$ cat src/rtl/dcm_reset_sequencer.sv
// DCM reset/lock sequencer on the free-running board clock: pulses the DCM reset,
// waits for a stable lock with bounded retries, and supervises the running DCM.
module dcm_reset_sequencer #(
    parameter int unsigned RST_PULSE_CYCLES = 3,
    parameter int unsigned LOCK_TIMEOUT     = 65535,
    parameter int unsigned STABLE_CYCLES    = 16,
    parameter int unsigned RETRY_LIMIT      = 7
) (
    input  logic       clk_i,
    input  logic       rst_i,
    input  logic       dcm_locked_i,
    input  logic [1:0] dcm_status_i,
    output logic       dcm_rst_o,
    output logic       sys_rst_o,
    output logic       ready_o,
    output logic       fail_o,
    output logic [3:0] retry_cnt_o,
    output logic [7:0] loss_cnt_o
);

    localparam logic [23:0] PULSE_LAST   = 24'(RST_PULSE_CYCLES - 1);
    localparam logic [23:0] TIMEOUT_LAST = 24'(LOCK_TIMEOUT - 1);
    localparam logic [23:0] STABLE_LAST  = 24'(STABLE_CYCLES - 1);
    localparam logic [3:0]  RETRY_MAX    = 4'(RETRY_LIMIT);

    typedef enum logic [2:0] {
        S_DCM_RST,
        S_WAIT_LOCK,
        S_STABLE,
        S_RUN,
        S_FAIL
    } state_t;

    state_t      state, state_n;
    logic [23:0] cnt, cnt_n;
    logic [3:0]  retry_n;
    logic [7:0]  loss_n;
    logic        attempt_fail;

    logic        locked_p0, locked_p1;
    logic [1:0]  status_p0, status_p1;
    logic        locked_s, stop_s;

    // p0 -> p1: two-flop synchronizers for the asynchronous DCM signals
    always_ff @(posedge clk_i) begin
        if (rst_i) begin
            locked_p0 <= 1'b0;
            locked_p1 <= 1'b0;
            status_p0 <= 2'b00;
            status_p1 <= 2'b00;
        end else begin
            locked_p0 <= dcm_locked_i;
            locked_p1 <= locked_p0;
            status_p0 <= dcm_status_i;
            status_p1 <= status_p0;
        end
    end

    assign locked_s = locked_p1;
    assign stop_s   = |status_p1;

    always_comb begin
        state_n      = state;
        cnt_n        = cnt + 24'd1;
        retry_n      = retry_cnt_o;
        loss_n       = loss_cnt_o;
        attempt_fail = 1'b0;
        case (state)
            S_DCM_RST: begin
                if (cnt == PULSE_LAST) state_n = S_WAIT_LOCK;
            end
            S_WAIT_LOCK: begin
                if (locked_s) state_n = S_STABLE;
                else if (cnt == TIMEOUT_LAST) attempt_fail = 1'b1;
            end
            S_STABLE: begin
                if (!locked_s || stop_s) begin
                    attempt_fail = 1'b1;
                end else if (cnt == STABLE_LAST) begin
                    state_n = S_RUN;
                    retry_n = 4'd0;
                end
            end
            S_RUN: begin
                cnt_n = '0;
                if (!locked_s || stop_s) begin
                    state_n = S_DCM_RST;
                    if (loss_cnt_o != 8'hFF) loss_n = loss_cnt_o + 8'd1;
                end
            end
            S_FAIL: begin
                cnt_n = '0;
            end
            default: begin
                state_n = S_DCM_RST;
            end
        endcase
        // A failed attempt either retries with a fresh reset pulse or gives up
        if (attempt_fail) begin
            if (retry_cnt_o == RETRY_MAX) begin
                state_n = S_FAIL;
            end else begin
                retry_n = retry_cnt_o + 4'd1;
                state_n = S_DCM_RST;
            end
        end
        if (state_n != state) cnt_n = '0;
    end

    // Outputs are decoded from the next state so they switch on the transition edge
    always_ff @(posedge clk_i) begin
        if (rst_i) begin
            state       <= S_DCM_RST;
            cnt         <= '0;
            dcm_rst_o   <= 1'b1;
            sys_rst_o   <= 1'b1;
            ready_o     <= 1'b0;
            fail_o      <= 1'b0;
            retry_cnt_o <= 4'd0;
            loss_cnt_o  <= 8'd0;
        end else begin
            state       <= state_n;
            cnt         <= cnt_n;
            dcm_rst_o   <= (state_n == S_DCM_RST);
            sys_rst_o   <= (state_n != S_RUN);
            ready_o     <= (state_n == S_RUN);
            fail_o      <= (state_n == S_FAIL);
            retry_cnt_o <= retry_n;
            loss_cnt_o  <= loss_n;
        end
    end

endmodule

$ cat config.mk
export PLATFORM = sky130hd
export DESIGN_NAME = dcm_reset_sequencer
export DESIGN_NICKNAME = d
export VERILOG_FILES = /design/src/rtl/dcm_reset_sequencer.sv
export SDC_FILE = /design/constraint.sdc
export NUM_CORES = 1
export LEC_CHECK = 0
export ABC_AREA = 1
export BUFFER_PORTS_ARGS = -buffer_cell sky130_fd_sc_hd__buf_4
export CAP_MARGIN = 20
export CORE_MARGIN = 3
export CORE_UTILIZATION = 45
export DETAILED_ROUTE_END_ITERATION = 6
export GPL_TIMING_DRIVEN = 0
export MAX_ROUTING_LAYER = met4
export PLACE_DENSITY = 0.75
export SYNTH_ARGS = -nofsm -noshare
export SYNTH_HDL_FRONTEND = slang
export SYNTH_SLANG_ARGS = --single-unit
$ cat constraint.sdc
create_clock -name clk_i -period 2.21 [get_ports clk_i]
set_input_delay 0.221 -clock clk_i [delete_from_list [all_inputs] [get_ports clk_i]]
set_output_delay 0.221 -clock clk_i [all_outputs]
set_load 0.005 [all_outputs]
==> summary.txt <==
Synth Instances: 350
CP required: 2.45 ns
Outcome: complete, no violations
CTS buffer count: 5
DRT antenna net count: 0
Starting density of the core: 46.94%
RSZ-0062 raised after global routing: false
Number of global-route vias before repair: 1986
Worst hold path type: in -> reg
Placement Rows: 27
TritonCTS clock tree: done
Tmin final: 2.006 ns
Place WS: 0.2217 ns
Syn_nets: 359
Vias/cell: 4.759
Post-Layout Cell Count: 448
Ant diodes: 0
Layout cells sized above 1: 18.09%
Crit-path max FO: 10
DP Wirelength: 3.705 mm
Worst Skew: 0.005607 ns
Critical path's top delay family: simple AND/OR/NAND/NOR gates
CP Class: reg -> reg
Largest net degree at the start of global routing: 16
Drt total wl: 4.725 mm
Post-cts repair resize count: 0
Worst-Margin Slew: 0.6011 ns
Seq/Total Area, Yosys: 37.49%
Crit share post-route: 90.78%
Max Transition Viols Final: 0
Synth Area per Inst: 7.475 sq um
Setup slack after layout: 0.2038 ns
Leak pwr: 1.080 nW
P&R area growth vs syn: 12.15%
Clock buffer depth: 2
Die H: 82.25 um
Postcts setup bufs: 0
Initial DRC Count: 106
Worst path slowest cell: dfxtp_1
Critical Path Start Type: register
Max Clk Rate: 0.4985 GHz
Slowest cell delay on critical path: 0.46 ns
#FFs+latches synth: 49
WP data arrival: 2.25 ns
Synth cell types: 29
Total negative slack: 0 ns
WL/cell: 10.55 um
GPL Wtd Cong: 0.9361
Layout Nets: 385
Ys Warns: 0
VDD IR-drop max: 0.0005554 V
Worst-path cell chain: inv_1 -> ha_1 -> inv_1 -> nor2_1 -> nand2_1 -> nor2_2 -> nand2_2 -> nand3_1 -> nand2_1 -> nand2_1 -> nor2_2 -> nand3_4 -> buf_12 -> nor2_4
Synthesized cell area: 0.002616 sq mm
PortBufs: 19
Vias post-DR: 2132
CP bufs+invs: 3
Setup violators final: 0
Gr usage total: 15.97%
Max cap viols: 0
# H-tree levels: 2
Die width: 82.25 um
Placed cell count: 441
Core area: 0.005574 sq mm
First drt pass iteration count: 4
Hold Fails Final Rpt: 0
Hold buffers post-CTS: 0
Total power: 1.927 mW
Grt total ovfl: 0
# IOs: 21
Clk_lat worst skew: 0.30 ns
Crit. End Element: register
DR DRC count: 0
Die Footprint: 0.006765 sq mm
Clock tree sinks: 49
Pwr Density: 656.6 mW/mm^2
Root buf cell: clkbuf_8
Most common cell on crit path: nand2_1
Worst rel slew slack: 59.56%
Initial antenna violation count: 0
First-pass GRT wire length: 8.328 mm
Clock slew at reported path FFs: 0.09 ns
## synth_stat cells, drive strengths merged
master   n  share of area (%)
nor2    83                 18
nand2   65                 10
inv     53                7.7
dfxtp   49                 37
nand3   21                4.7
xor2    15                5.0
a21oi   13                2.6
nor3    10                2.1
nand4    9                2.2
o21ai    9                1.7
xnor2    7                2.3
ha       4                1.9
nor4     4               0.96
buf      2                1.5
clkbuf   2               0.29
a31oi    1               0.24
clkinv   1               0.14
o21a     1               0.29
o21ba    1               0.38
## kinds of logic after synthesis
| family | synth area share (%) |
|---|---|
| compound gates | 5.261 |
| xor+xnor | 7.365 |
| fa+ha+maj | 1.913 |
| flops | 37.49 |
| buf+inv | 9.661 |
| simple gates | 38.31 |
## flip-flops by register name, summed over array words and instances (netlist names)
register	count
dcm_rst_o	1
sys_rst_o	1
locked_p1	1
ready_o	1
loss_cnt_o	8
fail_o	1
state	3
status_p1	2
cnt	24
status_p0	2
locked_p0	1
retry_cnt_o	4
## final timing paths
check                  start           end  slack [ns]  depth (start not counted)
max                   cnt[0]       cnt[11]        0.20                         14
min          dcm_status_i[1]  status_p0[1]        0.12                          3
max reg2reg           cnt[0]       cnt[11]        0.20                         14
min reg2reg     status_p0[0]  status_p1[0]        0.41                          2
## power breakdown
group          leakage (nW)  internal [mW]  switching, mW
Clock                0.0402          0.219          0.302
Sequential            0.397          0.920         0.0380
Combinational         0.643          0.165          0.282
## layer usage
metal  track usage (%)  wire [um]  vias to the layer above
li1                  -          -                     1138
met1             19.56       2234                      950
met2             25.96       2246                       42
met3             3.688        226                        2
met4             5.150         18                        0
met5                 -          0                        -
## layout make-up
type | instances | area [sq um]
clock buffers | 5 | 68.82
plain buffers | 4 | 47.55
clock inverters | 2 | 16.27
repair buffers | 19 | 142.6
inverters | 54 | 205.2
multi-input cells | 243 | 1383
well taps | 72 | 90.09
flip-flops and latches | 49 | 980.9
fillers | 528 | 2640
## worst register-to-register path, stage by stage, from the launching register on
cell and delay, ns:
dfxtp_1 0.46, inv_1 0.13, ha_1 0.21, inv_1 0.07
nor2_1 0.05, nand2_1 0.07, nor2_2 0.04, nand2_2 0.08
nand3_1 0.12, nand2_1 0.08, nand2_1 0.06, nor2_2 0.14
nand3_4 0.14, buf_12 0.20, nor2_4 0.08
## cell usage in the layout (no fill, tap or decap)
| cell | netlist | final |
|---|---|---|
| nand3_2 | 1 | 1 |
| xor2_1 | 15 | 15 |
| nor3_2 | 1 | 1 |
| o21a_1 | 1 | 1 |
| nand2_1 | 59 | 59 |
| o21ba_2 | 1 | 1 |
| clkbuf_8 | 0 | 5 |
| ha_1 | 4 | 4 |
| nor4_1 | 4 | 4 |
| xnor2_1 | 7 | 7 |
| nand2_4 | 2 | 2 |
| a21oi_2 | 1 | 1 |
| nor2_1 | 58 | 58 |
| inv_2 | 3 | 3 |
| clkinvlp_4 | 0 | 1 |
| a31oi_1 | 1 | 1 |
| nor3_1 | 9 | 9 |
| clkinv_4 | 0 | 1 |
| nor2_4 | 20 | 20 |
| dfxtp_1 | 49 | 49 |
| a21oi_1 | 12 | 12 |
| nor2_2 | 5 | 5 |
| nand2_2 | 4 | 4 |
| nand3_1 | 19 | 19 |
| clkinv_1 | 1 | 1 |
| inv_1 | 49 | 49 |
| inv_4 | 1 | 1 |
| buf_12 | 2 | 2 |
| buf_4 | 0 | 19 |
| nand3_4 | 1 | 1 |
| o21ai_0 | 9 | 9 |
| clkbuf_1 | 2 | 2 |
| nand4_1 | 9 | 9 |
## per-stage QoR
step	hold slack, ns	area (sq um)	util (%)
final	0.1195	2934	52.64
after global routing	0.1311	2934	52.64
after CTS	0.1126	2934	52.64
after detailed placement	0.3954	2849	51.11
after global placement	0.3911	2849	51.11
after floorplan	0.3280	2616	-
No activity file was read; power rests on OpenSTA's default activity.
